`src/rtl/mkmif_arbiter.sv`:
```
// Two-port round-robin arbiter in front of a single MKM interface core.
// Serialises single-word reads/writes from two requesters into the core
// read_op/write_op/ready/valid handshake and returns ack/err/rdata to the
// port that owns the transaction. A watchdog aborts stuck transactions.
module mkmif_arbiter #(
  parameter int unsigned TIMEOUT_CYCLES = 65535
) (
  input  logic        clk,
  input  logic        reset_n,

  input  logic        req0,
  input  logic        we0,
  input  logic [10:0] addr0,
  input  logic [31:0] wdata0,
  output logic        ack0,
  output logic        err0,
  output logic [31:0] rdata0,

  input  logic        req1,
  input  logic        we1,
  input  logic [10:0] addr1,
  input  logic [31:0] wdata1,
  output logic        ack1,
  output logic        err1,
  output logic [31:0] rdata1,

  output logic        core_read_op,
  output logic        core_write_op,
  output logic [10:0] core_addr,
  output logic [31:0] core_write_data,
  input  logic        core_ready,
  input  logic        core_valid,
  input  logic [31:0] core_read_data,

  output logic        busy,
  output logic        grant
);

  typedef enum logic [2:0] {
    IDLE      = 3'd0,
    ISSUE     = 3'd1,
    WAIT_BUSY = 3'd2,
    WAIT_DONE = 3'd3,
    ACK       = 3'd4
  } state_t;

  // Watchdog limit widened by one bit so count+1 never wraps before compare.
  localparam logic [16:0] TO_LIMIT   = 17'(TIMEOUT_CYCLES);
  localparam logic        TO_ENABLED = (TIMEOUT_CYCLES != 0);

  state_t      state_q, state_d;
  logic        grant_q, grant_d;
  logic        last_grant_q, last_grant_d;
  logic        we_q, we_d;
  logic [10:0] addr_q, addr_d;
  logic [31:0] wdata_q, wdata_d;
  logic        err_q, err_d;
  logic [31:0] rdata0_q, rdata0_d;
  logic [31:0] rdata1_q, rdata1_d;
  logic [15:0] wdog_q, wdog_d;

  logic        sel;
  logic        timeout_hit;

  // Watchdog expires on the cycle whose increment would reach the limit.
  assign timeout_hit = TO_ENABLED && (({1'b0, wdog_q} + 17'd1) == TO_LIMIT);

  // Next-state, arbitration, latching and watchdog logic.
  always_comb begin
    state_d      = state_q;
    grant_d      = grant_q;
    last_grant_d = last_grant_q;
    we_d         = we_q;
    addr_d       = addr_q;
    wdata_d      = wdata_q;
    err_d        = err_q;
    rdata0_d     = rdata0_q;
    rdata1_d     = rdata1_q;
    wdog_d       = wdog_q;
    sel          = 1'b0;

    case (state_q)
      IDLE: begin
        if (core_ready && (req0 || req1)) begin
          // On a tie the port that was not served last wins.
          sel          = (req0 && req1) ? ~last_grant_q : req1;
          grant_d      = sel;
          last_grant_d = sel;
          we_d         = sel ? we1    : we0;
          addr_d       = sel ? addr1  : addr0;
          wdata_d      = sel ? wdata1 : wdata0;
          err_d        = 1'b0;
          state_d      = ISSUE;
        end
      end
      ISSUE: begin
        wdog_d  = 16'd0;
        state_d = WAIT_BUSY;
      end
      WAIT_BUSY: begin
        wdog_d = wdog_q + 16'd1;
        if (timeout_hit) begin
          err_d   = 1'b1;
          state_d = ACK;
          if (!we_q) begin
            if (grant_q) rdata1_d = 32'd0;
            else         rdata0_d = 32'd0;
          end
        end else if (!core_ready) begin
          state_d = WAIT_DONE;
        end
      end
      WAIT_DONE: begin
        wdog_d = wdog_q + 16'd1;
        if (core_ready) begin
          // Normal completion takes precedence over a coincident timeout.
          if (!we_q) begin
            if (grant_q) rdata1_d = core_read_data;
            else         rdata0_d = core_read_data;
            if (!core_valid) err_d = 1'b1;
          end
          state_d = ACK;
        end else if (timeout_hit) begin
          err_d   = 1'b1;
          state_d = ACK;
          if (!we_q) begin
            if (grant_q) rdata1_d = 32'd0;
            else         rdata0_d = 32'd0;
          end
        end
      end
      ACK: begin
        state_d = IDLE;
      end
      default: begin
        state_d = IDLE;
      end
    endcase
  end

  // State and datapath registers; reset returns everything to idle.
  always_ff @(posedge clk or negedge reset_n) begin
    if (!reset_n) begin
      state_q      <= IDLE;
      grant_q      <= 1'b0;
      last_grant_q <= 1'b1;
      we_q         <= 1'b0;
      addr_q       <= 11'd0;
      wdata_q      <= 32'd0;
      err_q        <= 1'b0;
      rdata0_q     <= 32'd0;
      rdata1_q     <= 32'd0;
      wdog_q       <= 16'd0;
    end else begin
      state_q      <= state_d;
      grant_q      <= grant_d;
      last_grant_q <= last_grant_d;
      we_q         <= we_d;
      addr_q       <= addr_d;
      wdata_q      <= wdata_d;
      err_q        <= err_d;
      rdata0_q     <= rdata0_d;
      rdata1_q     <= rdata1_d;
      wdog_q       <= wdog_d;
    end
  end

  assign busy            = (state_q != IDLE);
  assign grant           = grant_q;
  assign core_read_op    = (state_q == ISSUE) && !we_q;
  assign core_write_op   = (state_q == ISSUE) &&  we_q;
  assign core_addr       = addr_q;
  assign core_write_data = wdata_q;
  assign ack0            = (state_q == ACK) && !grant_q;
  assign ack1            = (state_q == ACK) &&  grant_q;
  assign err0            = ack0 && err_q;
  assign err1            = ack1 && err_q;
  assign rdata0          = rdata0_q;
  assign rdata1          = rdata1_q;

endmodule

```
`config.mk`:
```
export PLATFORM = sky130hd
export DESIGN_NAME = mkmif_arbiter
export DESIGN_NICKNAME = d
export VERILOG_FILES = /design/src/rtl/mkmif_arbiter.sv
export SDC_FILE = /design/constraint.sdc
export NUM_CORES = 1
export LEC_CHECK = 0
export BUFFER_PORTS_ARGS = -buffer_cell sky130_fd_sc_hd__buf_4
export CAP_MARGIN = 20
export CELL_PAD_IN_SITES_DETAIL_PLACEMENT = 0
export CELL_PAD_IN_SITES_GLOBAL_PLACEMENT = 2
export CORE_MARGIN = 4
export CORE_UTILIZATION = 31
export CTS_CLUSTER_DIAMETER = 200
export DETAILED_ROUTE_END_ITERATION = 7
export GPL_ROUTABILITY_DRIVEN = 0
export PLACE_DENSITY = 0.9
export SYNTH_ARGS = -nofsm -noshare
export SYNTH_HDL_FRONTEND = slang
export SYNTH_SLANG_ARGS = --single-unit
```
`constraint.sdc`:
```
create_clock -name clk -period 4.3 [get_ports clk]
set_input_delay 0.43 -clock clk [delete_from_list [all_inputs] [get_ports clk]]
set_output_delay 0.43 -clock clk [all_outputs]
set_load 0.05 [all_outputs]
```
* Word level (Yosys, flattened, before mapping)
Index checks and enable logic that the tools add are counted.
Word-level totals: flip-flop bits (word level) 130, logic and storage cells 78
Cells by class: add/sub/neg operators 2, equality and inequality tests 12, mux-type cells 31, bitwise operators 1, reductions and logical operators 22
Operators with widths (count):
- 32-bit 2-to-1 mux | 13
- 32-bit one-hot mux with 2 select lines | 2
- 16-bit one-hot mux with 2 select lines | 1
- 3-bit != test (second input constant) | 6
- 16-bit by 1-bit adder with 17-bit output (second input constant) | 1
- 17-bit by 16-bit == test with 1-bit output (second input constant) | 1
- 16-bit by 1-bit adder with 16-bit output (second input constant) | 1
- 3-bit 2-to-1 mux | 5
- 3-bit one-hot mux with 4 select lines | 1
- 11-bit 2-to-1 mux | 1
- 3-bit AND reduction | 3
- 1-bit logical AND | 8
- 1-bit 2-to-1 mux | 7
- 3-bit by 2-bit == test with 1-bit output (second input constant) | 2
- 3-bit nonzero test | 2
- 4-bit AND reduction | 1
- 2-bit nonzero test | 2
- 3-bit by 1-bit == test with 1-bit output (second input constant) | 1
- 3-bit == test (second input constant) | 1
- 3-bit zero test | 1
- 1-bit one-hot mux with 3 select lines | 1
- 1-bit zero test | 2
- 2-bit != test (second input constant) | 1
- 2-bit AND reduction | 1
- other kinds (3) | 3

* Longest topological paths before layout
word-level depth 5, depth in mapped cells 8, depth with buffers taken out 7

* Least setup slack after synthesis
OpenSTA, ideal clock, no wires.
kind reg2out, start register state_q[1], end output core_write_op, data arrival time 2.291 ns, required time 3.870 ns, path slack 1.579 ns, cell stages (with the launch flop) 6, buffers on the path 2, cells stage by stage dfrtp_1 -> clkbuf_1 -> nor2_1 -> or2_2 -> clkbuf_1 -> nor3b_1
Between the ends: word-level cells in the longest chain between the ends 2
Ends and longest elaborated chain:
- from (decl) | RTL line 51 | state_t state_q, state_d;
- from (signal assigned) | RTL line 155 | state_q <= state_d;
- 3-bit by 1-bit == test with 1-bit output | RTL line 171 | assign core_write_op = (state_q == ISSUE) && we_q;
- 1-bit logical AND | RTL line 171
- to (decl) | RTL line 28 | output logic core_write_op,
No other way between the ends.

* Final worst setup path
start register wdog_q[0], end register rdata1_q[15] (netlist: rdata1[15])
Between the ends: word-level cells in the longest chain between the ends 5
Ends and longest elaborated chain:
- from (decl) | RTL line 60 | logic [15:0] wdog_q, wdog_d;
- from (signal assigned) | RTL line 164 | wdog_q <= wdog_d;
- 16-bit by 1-bit adder with 17-bit output * | RTL line 66 | assign timeout_hit = TO_ENABLED && (({1'b0, wdog_q} + 17'd1) == TO_LIMIT);
- 17-bit by 16-bit == test with 1-bit output * | RTL line 66
- 32-bit 2-to-1 mux *
- 32-bit 2-to-1 mux
- 32-bit one-hot mux with 2 select lines *
- to (signal assigned) | RTL line 163 | rdata1_q <= rdata1_d;
- to (decl) | RTL line 59 | logic [31:0] rdata1_q, rdata1_d;
Mark *: on every way between the ends. The rest lies on a longest branch, timed or not. A chain may end at the register's enable or synchronous reset.

==> results.txt <==
Clock transition at path regs: 0.06 ns
Max Transition Viols Final: 0
Drt via density: 5.06
Worst Path Arrival: 2.84 ns
DP Worst Slack: 1.71 ns
Iter 0 DRT Violations: 282
Max Cap Viol: 0
Hold crit path type: in2async
Most frequent cells in the layout: buf_4 (251), dfrtp_1 (129), nand2_1 (85)
Most used DFF post-synth: dfrtp_1
Pre-antenna DRT Iters: 4
Setup crit end kind: flop
Post-synth EDFFs: 0
Total GRT Usage: 17.8%
Cell area after synthesis: 0.00625 mm²
Initial antenna violation count: 0
Sum Neg Setup Slack: 0 ns
Drt total wl: 20,100 µm
CP max stage delay: 0.52 ns
Distinct cells, synth: 49
Async set-reset flop share out of synthesis: 100%
Final core occ: 44.9%
Leakage: 4.05 nW
Post-CTS Repair Setup Buffers: 0
Die Y: 150 µm
Worst Tran Pin Value: 1.01 ns
Worst-path maximum fanout: 64
CP max stage cell: buf_4
Vias: 5,742
Post-synth top area share: 51.7%
Post-placement cell count: 1,103
Share of cells above drive strength 1: 34.1%
Initial Utilization: 31.8%
Area leader, netlist: dfrtp_1
Port Buf Inserts: 240
Global-route wire length before repair: 31,700 µm
WP buf/inv: 1
Cts hold-fix bufs: 0
Root Driver: clkbuf_16
Fin. Hold Viols: 0
Top delay family on crit path: compound AO/OA/AOI/OAI gates
Startpoint types: flop
Clk_lat worst skew: 0.42 ns
Routed WL per cell: 17.7 µm
Synthesized instance count: 644
Post-cts resize count: 0
Tmin final: 2.58 ns
Finished Layout Cells: 1,135
Top cells by area, synth: dfrtp_1 (52%), a32oi_1 (9.0%), mux2i_1 (7.0%)
WP data required: 4.56 ns
CP Class: reg2reg
Row count: 51
Worst vdd ir: 0.000305 V
Number of H-tree levels: 4
Max Clock Freq: 0.387 GHz
Most common cell after layout, fill and taps aside: buf_4
Final period util: 60.1%
Detail Route Antenna Nets: 0
Setup WS post-layout: 1.72 ns
Register area share after synthesis: 52.1%
Synthesized area per cell: 9.70 µm²
Post-route DRC violation count: 0
CTS tree: done
Overflow after GRT: 0
Status: completed
Unrepaired setup endpoints after global routing: no
N_diodes: 0
Relative slew slack: 32.8%
I/O Pins: 241
Cell breakdown of the critical path: ha_1 > and4_1 > a21o_1 > o2111ai_1 > nor4_4 > buf_4 > o21ai_0
Power Dens Cells: 679 mW/mm²
DIE WIDTH: 150 µm
Detailed placement HPWL: 13,700 µm
CTS buffer count: 17
CTS Buffer Depth: 2
Worst R2R Setup Slack: 1.72 ns
Synth-to-Final Area Change: 41.3%
Vias in the first global route: 5,601
Clock Sinks: 130
Ys Warns: 0
Synthesized Nets: 772
# setup viols final: 0
FF+latch count, synth: 130
Area of the die: 0.0225 mm²
Setup Skew: 0.00988 ns
Pin count of the biggest net entering global routing: 103
Fin nets: 985
Core area: 0.0197 mm²
==> per-layer routing <==
metal  track usage (%)  vias to the layer above  wire length, µm
li1                  -                     2798                -
met4              4.80                        0              250
met2              27.5                      186             9660
met3              5.57                       16             1610
met5                 0                        -                0
met1              24.3                     2742             8520
==> sequential cells by signal (all words and copies together) (netlist names) <==
name / cells
last_grant_q: 1
err_q: 1
state_q: 3
grant: 1
wdog_q: 16
we_q: 1
rdata1: 32
core_write_data: 32
core_addr: 11
rdata0: 32
==> power by group <==
group | switching, mW | total (mW) | leakage (nW) | internal (mW)
logic | 1.92 | 2.79 | 2.44 | 0.866
clock network | 0.566 | 1.41 | 0.264 | 0.848
registers | 0.253 | 1.79 | 1.34 | 1.54
total | 2.74 | 5.99 | 4.05 | 3.25
==> final timing paths <==
check / from / end / cells after the start
worst max-delay path: wdog_q[0] / rdata1[15] / 7
worst min-delay path: reset_n / rdata1[24] / 1
worst max register to register: wdog_q[0] / rdata1[15] / 7
worst min register to register: rdata0[26] / rdata0[26] / 2
max in group asynchronous: reset_n / core_addr[8] / 2
min in group clk: core_read_data[13] / rdata0[13] / 3
==> cells by family (layout without fill, tap and decap cells) <==
kind of cell,after synthesis,in the layout,synth area share (%)
xor gates and xnor gates,5,5,0.701
buffers and inverters,59,285,3.87
DFF,130,130,52.1
AOI/OAI and AO/OA,221,221,22.2
and+or+nand+nor,181,181,13.3
muxes,46,46,7.41
adders and majority gates,2,2,0.400
==> area by class of cell <==
type | instances | area (µm²)
Clock buffer | 18 | 429
Clock inverter | 14 | 139
Fill cell | 1947 | 10800
Inverter | 1 | 3.75
Multi-Input combinational cell | 455 | 2780
Sequential cell | 130 | 3250
Tap cell | 265 | 332
Timing Repair Buffer | 252 | 1900
==> worst reg2reg max path: cells and delay by family, from the launching register on <==
kind | cells | cell delay [ns]
compound gates | 3 | 0.64
buf+inv | 1 | 0.52
simple gates | 2 | 0.49
fa+ha+maj | 1 | 0.33
flops | 1 | 0.46
==> cell usage after synthesis, drive strengths merged (2+ instances only) <==
library cell	count
dfrtp	129
o21ai	91
nand2	85
a32oi	64
nor2	55
clkbuf	50
a21oi	49
mux2i	44
buf	8
nand4	8
nand3	7
nor4	6
a31oi	5
nor3	4
a21boi	3
nor2b	3
xnor2	3
a21o	2
and2	2
ha	2
mux2	2
nor3b	2
xor2	2
==> metrics by stage <==
| stage | hold slack, ns | area, µm² | power [mW] |
|---|---|---|---|
| after floorplan | 0.134 | 6250 | 3.70 |
| after global placement | 0.501 | 8260 | 4.61 |
| after detailed placement | 0.504 | 8260 | 4.63 |
| after CTS | 0.189 | 8830 | 6.07 |
| after global routing | 0.219 | 8830 | 6.36 |
| final | 0.141 | 8830 | 5.99 |
(Power assumes the default switching activity.)
